File: src/rtl/compmult_arbiter.sv
// Round-robin front end that shares one complex multiplier between N_CH requesters.
// A channel tag rides alongside each issue so the returned product is steered to its owner.
module compmult_arbiter #(
    parameter int A_DW     = 25,
    parameter int B_DW     = 18,
    parameter int N_CH     = 4,
    parameter int MULT_LAT = 4
) (
    input  logic                          iclk,
    input  logic                          irst,
    input  logic [N_CH-1:0]               is_valid,
    output logic [N_CH-1:0]               os_ready,
    input  logic [N_CH*A_DW-1:0]          is_a_i,
    input  logic [N_CH*A_DW-1:0]          is_a_q,
    input  logic [N_CH*B_DW-1:0]          is_b_i,
    input  logic [N_CH*B_DW-1:0]          is_b_q,
    output logic                          ov_m,
    output logic [A_DW-1:0]               oa_i,
    output logic [A_DW-1:0]               oa_q,
    output logic [B_DW-1:0]               ob_i,
    output logic [B_DW-1:0]               ob_q,
    input  logic                          iv_m,
    input  logic [A_DW+B_DW:0]            ic_i,
    input  logic [A_DW+B_DW:0]            ic_q,
    output logic [N_CH-1:0]               om_valid,
    output logic [N_CH*(A_DW+B_DW+1)-1:0] om_c_i,
    output logic [N_CH*(A_DW+B_DW+1)-1:0] om_c_q,
    output logic                          oerr
);
    localparam int RW  = A_DW + B_DW + 1;
    localparam int CW  = (N_CH > 1) ? $clog2(N_CH) : 1;
    localparam int DCW = $clog2(MULT_LAT + 1);

    logic [CW-1:0]          ptr_q;
    logic [CW-1:0]          gnt_idx;
    logic [CW-1:0]          cand;
    logic                   gnt_found;
    logic                   xfer;
    logic [DCW-1:0]         drain_q;
    logic                   draining;
    logic                   ov_q;
    logic [CW-1:0]          iss_ch_q;
    logic [A_DW-1:0]        oa_i_q, oa_q_q;
    logic [B_DW-1:0]        ob_i_q, ob_q_q;
    logic [MULT_LAT-1:0]    tag_v_q;
    logic [CW-1:0]          tag_ch_q [MULT_LAT];
    logic [N_CH-1:0]        om_valid_q;
    logic [N_CH*RW-1:0]     om_c_i_q, om_c_q_q;
    logic                   err_q;
    logic                   tag_out_v;
    logic [CW-1:0]          tag_out_ch;

    assign draining   = (drain_q != '0);
    assign tag_out_v  = tag_v_q[MULT_LAT-1];
    assign tag_out_ch = tag_ch_q[MULT_LAT-1];

    // First requester at or above the pointer, wrapping past the top channel.
    always_comb begin
        gnt_found = 1'b0;
        gnt_idx   = '0;
        cand      = '0;
        for (int i = 0; i < N_CH; i++) begin
            cand = CW'((int'(ptr_q) + i) % N_CH);
            if (!gnt_found && is_valid[cand]) begin
                gnt_found = 1'b1;
                gnt_idx   = cand;
            end
        end
    end

    always_comb begin
        os_ready = '0;
        if (gnt_found && !draining) os_ready[gnt_idx] = 1'b1;
    end

    assign xfer = gnt_found && !draining;

    always_ff @(posedge iclk or posedge irst) begin
        if (irst) begin
            ptr_q      <= '0;
            drain_q    <= DCW'(MULT_LAT);
            ov_q       <= 1'b0;
            iss_ch_q   <= '0;
            oa_i_q     <= '0;
            oa_q_q     <= '0;
            ob_i_q     <= '0;
            ob_q_q     <= '0;
            tag_v_q    <= '0;
            for (int i = 0; i < MULT_LAT; i++) tag_ch_q[i] <= '0;
            om_valid_q <= '0;
            om_c_i_q   <= '0;
            om_c_q_q   <= '0;
            err_q      <= 1'b0;
        end else begin
            if (draining) drain_q <= drain_q - 1'b1;

            ov_q <= xfer;
            if (xfer) begin
                ptr_q    <= (gnt_idx == CW'(N_CH - 1)) ? '0 : gnt_idx + 1'b1;
                iss_ch_q <= gnt_idx;
                oa_i_q   <= is_a_i[gnt_idx*A_DW +: A_DW];
                oa_q_q   <= is_a_q[gnt_idx*A_DW +: A_DW];
                ob_i_q   <= is_b_i[gnt_idx*B_DW +: B_DW];
                ob_q_q   <= is_b_q[gnt_idx*B_DW +: B_DW];
            end

            // Tags enter one cycle behind the issue so the last stage lines up with iv_m.
            tag_v_q[0]  <= ov_q;
            tag_ch_q[0] <= iss_ch_q;
            for (int i = 1; i < MULT_LAT; i++) begin
                tag_v_q[i]  <= tag_v_q[i-1];
                tag_ch_q[i] <= tag_ch_q[i-1];
            end

            om_valid_q <= '0;
            if (tag_out_v) begin
                om_valid_q[tag_out_ch]        <= 1'b1;
                om_c_i_q[tag_out_ch*RW +: RW] <= ic_i;
                om_c_q_q[tag_out_ch*RW +: RW] <= ic_q;
            end

            if (!draining && (iv_m != tag_out_v)) err_q <= 1'b1;
        end
    end

    assign ov_m     = ov_q;
    assign oa_i     = oa_i_q;
    assign oa_q     = oa_q_q;
    assign ob_i     = ob_i_q;
    assign ob_q     = ob_q_q;
    assign om_valid = om_valid_q;
    assign om_c_i   = om_c_i_q;
    assign om_c_q   = om_c_q_q;
    assign oerr     = err_q;

endmodule

File: config.mk
export PLATFORM = sky130hd
export DESIGN_NAME = compmult_arbiter
export DESIGN_NICKNAME = d
export VERILOG_FILES = /design/src/rtl/compmult_arbiter.sv
export SDC_FILE = /design/constraint.sdc
export NUM_CORES = 1
export LEC_CHECK = 0
export ABC_CLOCK_PERIOD_IN_PS = 14350
export CAP_MARGIN = 5
export CORE_AREA = 2 2 349 351
export CTS_BUF_LIST = sky130_fd_sc_hd__clkbuf_16
export DETAILED_ROUTE_END_ITERATION = 7
export DIE_AREA = 0 0 351 353
export RECOVER_POWER = 100
export SYNTH_ARGS = -nofsm -noshare
export SYNTH_HDL_FRONTEND = slang
export SYNTH_SLANG_ARGS = --single-unit
File: constraint.sdc
create_clock -name iclk -period 14.35 [get_ports iclk]
set_input_delay 2.1525 -clock iclk [delete_from_list [all_inputs] [get_ports iclk]]
set_output_delay 2.1525 -clock iclk [all_outputs]
set_load 0.01 [all_outputs]
# [Yosys cells after proc, flatten, opt, wreduce, memory -nomap -nowiden]
# Cells that the tools add are included.
[word_totals] register_bits=463 output_inout_bits=448 wordCells=80
[op_classes] add_sub_neg=6 multipliers=3 n_lt_le_gt_ge=8 eq_ne=2 shifts=7 muxes=25 n_reduce_logical=12
[ops] cell="176-bit bitwise mux" count=2
[ops] cell="44-bit by 34-bit variable part select with 176-bit output" count=2
[ops] cell="100-bit by 8-bit variable part select with 25-bit output" count=2
[ops] cell="44-bit by 34-bit variable shift with 176-bit output, first input constant" count=1
[ops] cell="72-bit by 8-bit variable part select with 18-bit output" count=2
[ops] cell="8-bit negator with 34-bit output" count=1
[ops] cell="2-bit by 3-bit less-than comparator with 1-bit output, second input constant" count=6
[ops] cell="2-bit by 4-bit multiplier with 6-bit output, second input constant" count=2
[ops] cell="1-bit 2-to-1 mux" count=10
[ops] cell="2-bit 2-to-1 mux" count=5
[ops] cell="1-bit binary-select mux with 2-bit select" count=4
[ops] cell="4-bit 2-to-1 mux" count=2
[ops] cell="1-bit logical AND" count=7
[ops] cell="2-bit by 5-bit multiplier with 7-bit output, second input constant" count=1
[ops] cell="2-bit by 1-bit adder with 2-bit output, second input constant" count=2
[ops] cell="2-bit adder, second input constant" count=2
[ops] cell="1-bit demux with 2-bit select" count=2
[ops] cell="2-bit by 1-bit greater-or-equal comparator with 1-bit output, second input constant" count=2
[ops] cell="1-bit zero test" count=4
[ops] cell="3-bit nonzero test" count=1
[ops] cell="3-bit by 1-bit subtractor with 3-bit output, second input constant" count=1
[ops] cell="2-bit equality test, second input constant" count=1
[ops] cell="1-bit != test" count=1

# [Longest topological paths before layout]
[depth] depth_word=17 ltp_mapped=14 ltp_nobuf=8

# [Worst setup path after synthesis]
# Ideal clock, no wire load.
[synth_timing] kind="input -> output" from="input port is_valid[3]" to="output port os_ready[3]" arrival_ns=3.513 setup_slack_ns=8.684 stages=8 path_cell_list="clkbuf_1 o22a_1 nand2_1 buf_2 buf_2 inv_1 ha_1 and2_1"
[synth_between] elab_chain_cells=17 word_cells_on_any_way=29 cone_classes="2 x order compare; 19 x mux; 8 x reduce/logical"
[synth_lines] element="from (decl)" line="11" source="input logic [N_CH-1:0] is_valid,"
[synth_lines] element="1-bit binary-select mux with 2-bit select" line="64" source="if (!gnt_found && is_valid[cand]) begin"
[synth_lines] element="1-bit 2-to-1 mux (not written as such)" line="64"
[synth_lines] element="1-bit 2-to-1 mux" line="64"
[synth_lines] element="1-bit zero test" line="64"
[synth_lines] element="1-bit logical AND" line="64"
[synth_lines] element="1-bit 2-to-1 mux" line="64"
[synth_lines] element="1-bit zero test" line="64"
[synth_lines] element="1-bit logical AND" line="64"
[synth_lines] element="1-bit 2-to-1 mux" line="64"
[synth_lines] element="1-bit zero test" line="64"
[synth_lines] element="1-bit logical AND" line="64"
[synth_lines] element="2-bit 2-to-1 mux" line="64"
[synth_lines] element="2-bit by 3-bit less-than comparator with 1-bit output (not written as such) / 2-bit by 1-bit greater-or-equal comparator with 1-bit output (equally long branches)" line="73" source="if (gnt_found && !draining) os_ready[gnt_idx] = 1'b1;"
[synth_lines] element="1-bit logical AND (not written as such)" line="73"
[synth_lines] element="1-bit 2-to-1 mux (not written as such)" line="73"
[synth_lines] element="1-bit demux with 2-bit select" line="73"
[synth_lines] element="4-bit 2-to-1 mux (*)" line="73"
[synth_lines] element="to (decl)" line="12" source="output logic [N_CH-1:0] os_ready,"
# Mark *: on every way between the ends. The rest lies on a longest branch, timed or not. The select of a mux whose other input is x is not followed.

# [Worst setup path after layout]
[layout_timing] from="register tag_ch_q, in the netlist tag_out_ch[0]" to="register om_c_i_q[121] (netlist: om_c_i[121])"
[layout_between] elab_chain_cells=4 word_cells_on_any_way=5 cone_classes="1 x add/sub; 1 x mul; 2 x shift; 1 x mux"
[layout_lines] element="from (decl)" line="46" source="logic [CW-1:0] tag_ch_q [MULT_LAT];"
[layout_lines] element="from (signal, indexed assignment)" line="112" source="tag_ch_q[i] <= tag_ch_q[i-1];"
[layout_lines] element="2-bit by 4-bit multiplier with 6-bit output (*)" line="118" source="om_c_i_q[tag_out_ch*RW +: RW] <= ic_i;"
[layout_lines] element="8-bit negator with 34-bit output (*)" line="118"
[layout_lines] element="44-bit by 34-bit variable part select with 176-bit output / 44-bit by 34-bit variable shift with 176-bit output (equally long branches)" line="118"
[layout_lines] element="176-bit bitwise mux (*)" line="118"
[layout_lines] element="to (signal, indexed assignment)" line="118"
[layout_lines] element="to (decl)" line="48" source="logic [N_CH*RW-1:0] om_c_i_q, om_c_q_q;"
# Mark *: on every way between the ends. The rest lies on a longest branch, timed or not.
# A chain may end at the register's enable or synchronous reset.

==> results.sh <==
export IMPL_boundaryPins=887
export IMPL_synth_edf_count=0
export IMPL_crit_fanout=54
export IMPL_synth_area_sq_um=24860
export IMPL_gp_congestion=0.9580
export IMPL_root_buffer="clkbuf_16"
export IMPL_core_sq_um=120600
export IMPL_fin_nets=3650
export IMPL_max_stage_delay_ps=2150
export IMPL_cp_arrival_ps=9290
export IMPL_switching_share_pct=48.27
export IMPL_synth_area_per_cell_sq_um=10.23
export IMPL_cp_start_kind="register"
export IMPL_hold_class="register to register"
export IMPL_cts_buffers=58
export IMPL_path_clk_slew_ps=60
export IMPL_hold_violations=0
export IMPL_cts_setup_buffers=0
export IMPL_intPower_uw=4566
export IMPL_path_delay_family="buffers and inverters"
export IMPL_grtUsageTotal_pct=23.83
export IMPL_path_cells="clkinv_1, ha_1, clkbuf_1, mux4_2, a22oi_1, nor2_1, a221oi_1, o21ai_0"
export IMPL_maxCapViolCount=19
export IMPL_reg2reg_slack_ps=5530
export IMPL_die_w_um=351
export IMPL_slowest_stage="clkbuf_1"
export IMPL_setup_ws_ps=5527
export IMPL_yosysWarnings=0
export IMPL_cts_tree="yes"
export IMPL_drt_iter0_drc=2574
export IMPL_timing_final_crit_share_pct=61.49
export IMPL_post_cts_hold_buffer_count=0
export IMPL_synth_flop_cell="dfrtp_1"
export IMPL_ys_ff_latch=463
export IMPL_dieArea_sq_um=123900
export IMPL_cts_buffer_depth=3
export IMPL_violations="capacitance limit, slew limit"
export IMPL_slew_viol_final=807
export IMPL_finalSetupViolations=0
export IMPL_wl_per_cell_um=31.25
export IMPL_fmax_mhz=113.3
export IMPL_drt_total_wl_um=152700
export IMPL_dpl_cell_area_sq_um=35370
export IMPL_drt_pass1_iter_count=6
export IMPL_power_density_nw_per_um2=237.3
export IMPL_cp_required_ps=14820
export IMPL_ys_types=66
export IMPL_outcome="finished with violations"
export IMPL_crit_cells=8
export IMPL_portBuffers=886
export IMPL_post_place_ws_ps=7388
export IMPL_num_vias=25425
export IMPL_setup_tns_final_ps=0
export IMPL_syn_to_final_growth_pct=49.64
export IMPL_rsz0062_at_grt="no"
export IMPL_ys_seq_area_share_pct=46.61
export IMPL_fp_row_count=128
export IMPL_worst_slew_pin_slew_ps=3637
export IMPL_clock_skew_ps=32.70
export IMPL_critical_path_class="register to register"
export IMPL_pwr_share_seq_pct=24.7
export IMPL_ctsResizeCount=0
export IMPL_synthCells=2429
export IMPL_grt_pass1_wl_um=208100
export IMPL_cts_sinks=463
export IMPL_worstHoldStart="tag_v_q[1]"
export IMPL_min_period_ps=8823
export IMPL_htreeDepth=2
export IMPL_dp_hpwl_um=119100
export IMPL_cp_startpoint="tag_out_ch[0]"
export IMPL_gr_total_overflow=0
export IMPL_ant_nets=0
export IMPL_design_area_sq_um=37200
export IMPL_grt_pass1_vias=25083
export IMPL_end_kind="register"
export IMPL_hold_path_cell_count=0
export IMPL_ys_async_sr_fraction_pct=100.0
export IMPL_routed_via_density=5.203
export IMPL_r2r_start="tag_out_ch[0]"
export IMPL_cp_num_buf_inv=2
export IMPL_p_sw_uw=4260
export IMPL_synth_nets=2877
export IMPL_pwr_share_comb_pct=57.8
export IMPL_antenna_found_initial=43
export IMPL_initial_utilization_pct=20.61
export IMPL_relSlewSlack_pct=-142.5
export IMPL_drc=0
export IMPL_grt_max_degree=159
export IMPL_power_frac_clock_pct=17.5
export IMPL_clock_latency_ps=680
export IMPL_layout_drive_gt1_share_pct=7.011
export IMPL_die_h_um=353
export IMPL_r2r_cells=8
export IMPL_vdd_drop_max_v=0.0001016
export IMPL_leakage_uw=0.01617
==> worst reg2reg max path, cell delays in order (launching register included) <==
cell and delay, ps:
dfrtp_1 1460, clkinv_1 1050, ha_1 1900, clkbuf_1 2190, mux4_2 880, a22oi_1 240, nor2_1 70, a221oi_1 700
o21ai_0 160
==> power groups by stage <==
stage          Clock, uW  Sequential (uW)  Combinational [uW]
2_1_floorplan          0             2310                2370
3_3_place_gp           0             2220                5200
3_5_place_dp           0             2230                5220
4_1_cts             1580             2210                5240
5_1_grt             1630             2240                5330
6_report            1540             2180                5100
==> state kept, by name (all words and copies together), names as in the netlist <==
name,flops
om_c_i,176
iss_ch_q,2
tag_v_q,4
tag_ch_q,6
oa_q,25
oerr,1
oa_i,25
om_c_q,176
ptr_q,2
ob_i,18
ob_q,18
tag_out_ch,2
om_valid,4
drain_q,3
ov_m,1
==> per-layer routing <==
| metal | up-vias | part of all wire (%) | GRT usage [%] |
|---|---|---|---|
| met4 | 36 | 5.9 | 11.94 |
| met5 | - | 0.15 | 0 |
| li1 | 10666 | - | - |
| met2 | 1618 | 47 | 39.05 |
| met3 | 353 | 9.8 | 6.616 |
| met1 | 12752 | 38 | 28.52 |
==> final cells by class <==
cell class	count	area, sq um
Antenna cell	10	25.02
Clock buffer	59	1476
Clock inverter	51	484.2
Fill cell	12516	83400
Inverter	26	98.84
Multi-Input combinational cell	1717	12290
Sequential cell	463	11590
Tap cell	1625	2033
Timing Repair Buffer	936	9205
==> cells in the mapped netlist, types with 6 or more instances <==
library cell / instances / area share [%]
a21boi_0: 13 / 0.39
a21o_1: 10 / 0.30
a21oi_1: 97 / 2.0
a221o_1: 12 / 0.48
a221oi_1: 33 / 1.2
a22o_1: 106 / 3.7
a22oi_1: 48 / 1.4
a2bb2oi_1: 10 / 0.35
a31oi_1: 13 / 0.33
a32o_1: 17 / 0.68
a32oi_1: 9 / 0.32
and2_1: 6 / 0.15
buf_1: 6 / 0.091
buf_2: 73 / 1.5
clkbuf_1: 136 / 2.1
dfrtp_1: 462 / 47
ha_1: 9 / 0.45
inv_1: 24 / 0.36
mux2_2: 12 / 0.54
mux2i_1: 224 / 9.0
mux4_2: 63 / 5.7
nand2_1: 335 / 5.1
nand2b_1: 59 / 1.5
nand3_1: 21 / 0.42
nand3b_1: 14 / 0.42
nor2_1: 139 / 2.1
nor2b_1: 26 / 0.65
nor3_1: 16 / 0.32
nor3b_1: 6 / 0.18
o21a_1: 11 / 0.33
o21ai_0: 191 / 3.8
o221ai_1: 109 / 3.8
o22ai_1: 25 / 0.63
o41ai_1: 18 / 0.63
==> kinds of logic (layout without fill, tap and decap cells) <==
family / after synthesis / count (layout) / synth area share (%)
AOI/OAI and AO/OA: 753 / 753 / 21.50
xor gates and xnor gates: 8 / 8 / 0.2818
adders and majority gates: 9 / 9 / 0.4530
buffers and inverters: 249 / 1072 / 4.294
DFF: 463 / 463 / 46.62
muxes: 299 / 299 / 15.27
other: 0 / 10 / 0
and+or+nand+nor: 648 / 648 / 11.58
==> layout by cell type (no fill, tap or decap), types with 9 or more instances in the layout <==
master           netlist  layout
a221oi_1              33      35
a31oi_1               13      13
dfrtp_1              462     462
nand3b_1              14      14
clkdlybuf4s50_1        0     437
nor3_1                16      15
a32oi_1                9       9
inv_1                 24      28
a22o_1               106     106
mux4_2                63      63
clkinv_2               0      17
dlygate4sd3_1          0     449
nor2b_1               26      26
nand3_1               21      21
nor2_1               139     142
a2bb2oi_1             10      10
a21boi_0              13      13
buf_4                  5      31
o41ai_1               18      18
diode_2                0      10
clkbuf_1             136      17
a21oi_1               97      97
o21a_1                11      11
o21ai_0              191     194
a221o_1               12      12
clkbuf_16              0      59
clkinvlp_4             0       9
mux2_2                12      12
mux2i_1              224     224
nand2b_1              59      59
a32o_1                17      17
clkinv_1               2      10
nand2_1              335     333
a22oi_1               48      48
a21o_1                10      10
o221ai_1             109     108
o22ai_1               25      25
==> path summary, 6_finish.rpt <==
path                                     to
worst max-delay path            om_c_i[121]
worst min-delay path             tag_v_q[2]
worst max register to register  om_c_i[121]
worst min register to register   tag_v_q[2]
max in group asynchronous       om_c_i[151]
min in group asynchronous        om_c_q[31]
==> metrics by stage <==
step                util, %  power (uW)  hold WS (ps)  instances
floorplan                 -        4677         331.2       2429
global placement      29.33        7420         332.8       4767
detailed placement    29.33        7449         334.7       4767
CTS                   30.96        9034         347.4       4877
global route          30.83        9193         356.3       4881
finish                30.84        8826         345.4       4887
Note: power is estimated with default switching activity, not from simulation.
